## src/rtl/drop_display_seq.sv

```systemverilog
// drop_display_seq: registered baggage-drop sequencer with a hysteresis
// temperature compare, a timed drop pulse, four 7-segment digit registers
// and a time-multiplexed digit bus.
// Optional drop counter: define DROP_DISPLAY_SEQ_DROP_COUNT_EN.
module drop_display_seq #(
  parameter int unsigned T_WIDTH     = 16,
  parameter int unsigned HYST        = 0,
  parameter int unsigned DROP_CYCLES = 8,
  parameter int unsigned SCAN_CYCLES = 4,
  parameter int unsigned CNT_W       = 8
) (
  input  logic               clk,
  input  logic               rst_n,
  input  logic [T_WIDTH-1:0] t_act,
  input  logic [T_WIDTH-1:0] t_lim,
  input  logic               drop_en,
  output logic               drop_activated,
  output logic [6:0]         seven_seg1,
  output logic [6:0]         seven_seg2,
  output logic [6:0]         seven_seg3,
  output logic [6:0]         seven_seg4,
  output logic [6:0]         seg_mux,
  output logic [3:0]         an,
  output logic [1:0]         state_o
`ifdef DROP_DISPLAY_SEQ_DROP_COUNT_EN
  ,
  output logic [CNT_W-1:0]   drop_count
`endif
);

  if (DROP_CYCLES < 1 || SCAN_CYCLES < 1 || CNT_W < 1) begin : g_bad_param
    $error("drop_display_seq: DROP_CYCLES, SCAN_CYCLES and CNT_W must be >= 1");
  end

  typedef enum logic [1:0] {
    COLD = 2'd0,
    DROP = 2'd1,
    HOT  = 2'd2,
    DONE = 2'd3
  } state_t;

  localparam logic [6:0] SEG_C = 7'b0111001;
  localparam logic [6:0] SEG_O = 7'b1011100;
  localparam logic [6:0] SEG_L = 7'b0111000;
  localparam logic [6:0] SEG_D = 7'b1011110;
  localparam logic [6:0] SEG_R = 7'b1010000;
  localparam logic [6:0] SEG_P = 7'b1110011;
  localparam logic [6:0] SEG_H = 7'b1110110;
  localparam logic [6:0] SEG_T = 7'b1111000;
  localparam logic [6:0] SEG_N = 7'b1010100;
  localparam logic [6:0] SEG_E = 7'b1111001;
  localparam logic [6:0] SEG_B = 7'b0000000;

  localparam int unsigned DW = (DROP_CYCLES > 1) ? $clog2(DROP_CYCLES) : 1;
  localparam int unsigned SW = (SCAN_CYCLES > 1) ? $clog2(SCAN_CYCLES) : 1;
  localparam logic [DW-1:0] DROP_LOAD = DW'(DROP_CYCLES - 1);
  localparam logic [SW-1:0] SCAN_LAST = SW'(SCAN_CYCLES - 1);
  localparam logic [T_WIDTH:0] HYST_W = (T_WIDTH + 1)'(HYST);

  state_t        state, state_nx;
  logic [DW-1:0] cnt, cnt_nx;
  logic          sync1, en_s;
  logic          cold, hot;
  logic [27:0]   seg_nx;
  logic [SW-1:0] scan_cnt, scan_cnt_nx;
  logic [1:0]    idx, idx_nx;
  logic [6:0]    seg_mux_nx;

  // Four digits of a state's display, leftmost digit in the top bits.
  function automatic logic [27:0] disp(input state_t s);
    case (s)
      COLD:    disp = {SEG_C, SEG_O, SEG_L, SEG_D};
      DROP:    disp = {SEG_D, SEG_R, SEG_O, SEG_P};
      HOT:     disp = {SEG_B, SEG_H, SEG_O, SEG_T};
      DONE:    disp = {SEG_D, SEG_O, SEG_N, SEG_E};
      default: disp = {SEG_C, SEG_O, SEG_L, SEG_D};
    endcase
  endfunction

  // One extra bit keeps t_act + HYST from wrapping.
  assign cold = ({1'b0, t_act} + HYST_W) < {1'b0, t_lim};
  assign hot  = t_act > t_lim;

  // Two-flop synchroniser for the asynchronous drop request.
  always_ff @(posedge clk or negedge rst_n) begin
    if (!rst_n) begin
      sync1 <= 1'b0;
      en_s  <= 1'b0;
    end else begin
      sync1 <= drop_en;
      en_s  <= sync1;
    end
  end

  // Next-state decode and drop-pulse countdown.
  always_comb begin
    state_nx = state;
    cnt_nx   = cnt;
    case (state)
      COLD: begin
        if (en_s && cold) begin
          state_nx = DROP;
          cnt_nx   = DROP_LOAD;
        end else if (en_s && hot) begin
          state_nx = HOT;
        end
      end
      DROP: begin
        if (hot)            state_nx = HOT;
        else if (cnt == '0) state_nx = DONE;
        else                cnt_nx   = cnt - 1'b1;
      end
      HOT:     if (!en_s) state_nx = COLD;
      DONE:    if (!en_s) state_nx = COLD;
      default: state_nx = COLD;
    endcase
  end

  // Scan index advance and multiplexed digit pick; uses the next-cycle digit
  // values so seg_mux always matches the digit register it selects.
  always_comb begin
    seg_nx      = disp(state_nx);
    scan_cnt_nx = scan_cnt + 1'b1;
    idx_nx      = idx;
    if (scan_cnt == SCAN_LAST) begin
      scan_cnt_nx = '0;
      idx_nx      = idx + 2'd1;
    end
    case (idx_nx)
      2'd0:    seg_mux_nx = seg_nx[27:21];
      2'd1:    seg_mux_nx = seg_nx[20:14];
      2'd2:    seg_mux_nx = seg_nx[13:7];
      default: seg_mux_nx = seg_nx[6:0];
    endcase
  end

  // State, pulse and display registers, all loaded from next-state decode.
  always_ff @(posedge clk or negedge rst_n) begin
    if (!rst_n) begin
      state          <= COLD;
      cnt            <= '0;
      drop_activated <= 1'b0;
      seven_seg1     <= SEG_C;
      seven_seg2     <= SEG_O;
      seven_seg3     <= SEG_L;
      seven_seg4     <= SEG_D;
      scan_cnt       <= '0;
      idx            <= 2'd0;
      an             <= 4'b0001;
      seg_mux        <= SEG_C;
    end else begin
      state          <= state_nx;
      cnt            <= cnt_nx;
      drop_activated <= (state_nx == DROP);
      seven_seg1     <= seg_nx[27:21];
      seven_seg2     <= seg_nx[20:14];
      seven_seg3     <= seg_nx[13:7];
      seven_seg4     <= seg_nx[6:0];
      scan_cnt       <= scan_cnt_nx;
      idx            <= idx_nx;
      an             <= 4'b0001 << idx_nx;
      seg_mux        <= seg_mux_nx;
    end
  end

  assign state_o = state;

`ifdef DROP_DISPLAY_SEQ_DROP_COUNT_EN
  logic drop_done;
  assign drop_done = (state == DROP) && !hot && (cnt == '0);

  // Saturating count of completed (non-aborted) drops.
  always_ff @(posedge clk or negedge rst_n) begin
    if (!rst_n)                       drop_count <= '0;
    else if (drop_done && drop_count != '1) drop_count <= drop_count + 1'b1;
  end
`endif

endmodule

```

## config.mk

```make
export PLATFORM = sky130hd
export DESIGN_NAME = drop_display_seq
export DESIGN_NICKNAME = d
export VERILOG_FILES = /design/src/rtl/drop_display_seq.sv
export SDC_FILE = /design/constraint.sdc
export NUM_CORES = 1
export LEC_CHECK = 0
export CORE_ASPECT_RATIO = 1.2
export CORE_MARGIN = 2
export CORE_UTILIZATION = 45
export DETAILED_ROUTE_END_ITERATION = 8
export DONT_BUFFER_PORTS = 1
export GPL_TIMING_DRIVEN = 0
export PLACE_DENSITY = 0.58
export SYNTH_ARGS = -nofsm -noshare
export SYNTH_HDL_FRONTEND = slang
export SYNTH_SLANG_ARGS = --single-unit
```

## constraint.sdc

```tcl
create_clock -name clk -period 4.9 [get_ports clk]
set_input_delay 1.47 -clock clk [delete_from_list [all_inputs] [get_ports clk]]
set_output_delay 1.47 -clock clk [all_outputs]
set_load 0.005 [all_outputs]
```

==> metrics.cfg <==
[status]
status = finished, final reports clean

[global_routing]
grt_max_degree = 32
grt_overflow = 0
grt_pass1_wl_um = 6270
antenna_found_initial = 0
track_usage_pct = 15.8
grt_pass1_vias = 1457

[logic_synthesis]
yosys_warnings = 0
async_reset_ff_share_pct = 100
synth.cell_area_sq_mm = 0.00202
ys_top_cells_by_count = 29 x ha_1, 29 x inv_1, 20 x buf_4, 20 x dfrtp_1
synth_seq_cells = 31
synth_ff_type = dfrtp_1
synth_edf_count = 0
synth.avg_cell_area_sq_um = 10.6
syn_inst = 191
yosys.area.top_type = dfrtp_1
synth_area_leaders = dfrtp_1 25%, ha_1 18%, dfstp_2 14%, buf_4 7.4%, inv_1 5.4%
ys_seq_area_share_pct = 39.1
synth_top_area_share_pct = 24.8
yosys.cell_types.count = 47

[clocking]
cts_tree = done
cts_hold_buf = 0
htreeDepth = 2
cts-root-buf = clkbuf_8
cts_made_buffers = 5
clkLatencyLatePin_ps = 270
cts.path.max_buffers = 2
clock_sinks = 31
post_cts_resized = 0
cts_setup_buffers = 0
clkTransAtPathRegs_ps = 60

[worst_setup_path]
required_ps = 5030
regToRegSetupSlack_ps = 2280
crit_arrival_ps = 3860
rr_worst_depth = 8
criticalPathCategory = in2reg
crit_start = t_lim[11]
crit_path_end = seg_mux[2]
worstSetupEndpointType = flop
r2r-end = seg_mux[2]
reg2reg_from = state_o[0]
startpoint_type = input pin
critPathMaxFanout = 8

[timing]
rsz0062_at_grt = false
fin_ws_ps = 1170
worst_slew_pin_slew_ps = 522
final.setup_skew_ps = 2.63
post-route-period-util_pct = 76.1
slew_viol_final = 0
min_period_ps = 3730
fmax_ghz = 0.268
finalSetupTns_ps = 0
hold_viol = 0
report.final.setup_viol = 0
relSlewSlack_pct = 64.9

[flow_run]
cap_violations = 0

[layout]
post-route-util_pct = 51.5
drive_gt1_share_pct = 23.9
stdcell_area_sq_mm = 0.00221
syn_to_final_growth_pct = 9.55
fin_nets = 268
antennaDiodeCount = 0
fillCellCount = 411
stdcell_count = 261

[die]
die_h_um = 77.3
std_cell_rows = 26
dieArea_sq_mm = 0.00504
core_sq_mm = 0.00429
die_w_um = 65.1
ios = 77
initial_core_util_pct = 47.0

[power_and_ir_drop]
powerDensity_mw_per_mm2 = 425
leakage_nw = 1.12
ir_worst_vdd_mv = 0.237

[place]
place_hpwl_um = 2890
globalplace.congestion = 0.780
postPlaceCellArea_sq_mm = 0.00211
dp.cells = 253
io_buffers = 0
preCtsSetupSlack_ps = 912

[detailed_routing]
ant_nets = 0
drt_wl_total_um = 3580
firstDrtPassIters = 4
drt_iter0_drc = 24
drt-vias-per-instance = 5.13
drc_errors = 0
wire_per_inst_um = 13.7
num_vias = 1339

[hold_path]
hp-class = reg2reg

==> power by group <==
part           internal [mW]  total [mW]  switching (mW)
clock network          0.128       0.213          0.0847
logic                  0.158       0.310           0.152
registers              0.357       0.415          0.0590
==> routing by layer <==
layer  global-route usage (%)  vias to the layer above  routed length (um)
met2                     28.5                       40                1930
met3                     4.64                        4                 208
met1                     17.2                      633                1410
li1                         -                      662                   -
met5                        0                        -                   0
met4                     5.83                        0                  36
==> kinds of logic (layout without fill, tap and decap cells) <==
kind of cell / Yosys count / in the layout / synth area share (%)
other cells: 2 / 8 / 0.372
mux: 2 / 2 / 1.05
fa+ha+maj: 29 / 29 / 18.0
simple gates: 37 / 37 / 11.5
flops: 31 / 31 / 39.1
buf+inv: 50 / 58 / 13.4
compound gates: 38 / 38 / 15.7
xor+xnor: 2 / 2 / 0.869
==> through the flow <==
step | total power, mW | hold WS, ps
6_report | 0.938 | 347
2_1_floorplan | 0.671 | 331
3_3_place_gp | 0.723 | 338
4_1_cts | 0.949 | 349
3_5_place_dp | 0.733 | 336
5_1_grt | 1.01 | 372
==> cell type report <==
type | instances | area [sq um] | area share, %
clock buffers | 8 | 100 | 4.53
multi-input cells | 116 | 980 | 44.3
plain buffers | 21 | 161 | 7.30
inverters | 29 | 109 | 4.93
well taps | 56 | 70.1 | 3.17
flip-flops and latches | 31 | 790 | 35.7
==> cell usage in the layout (no fill, tap or decap), types with 4 or more instances in the layout <==
master    count
dfstp_2      11
nand4_1       6
inv_1        29
buf_4        20
conb_1        8
nand2_1       9
nor2_1        4
ha_1         29
dfrtp_1      20
nor2b_1       4
a21oi_1      11
clkbuf_8      7
==> how the worst min path moves through the flow <==
stage	start	end	slack, ps	cells past startpoint
CTS	sync1	en_s	350	0
floorplan	sync1	en_s	330	0
global route	sync1	en_s	370	0
global placement	sync1	en_s	340	0
finish	sync1	en_s	350	0
detailed placement	sync1	en_s	340	0
==> sequential cells by signal, indices dropped and copies added (netlist names), 3 cells and up <==
name,count
an,4
cnt,3
seg_mux,7
seven_seg2,3
==> critical path, cell delays in order <==
cell	delay, ps
inv_1	20
ha_1	300
a21oi_1	150
o21ai_0	170
a221oi_4	530
a31oi_4	170
o22ai_1	260
ha_1	340
inv_1	80
a21oi_1	190
a41oi_1	160
Power figures use the tool's default switching activity.
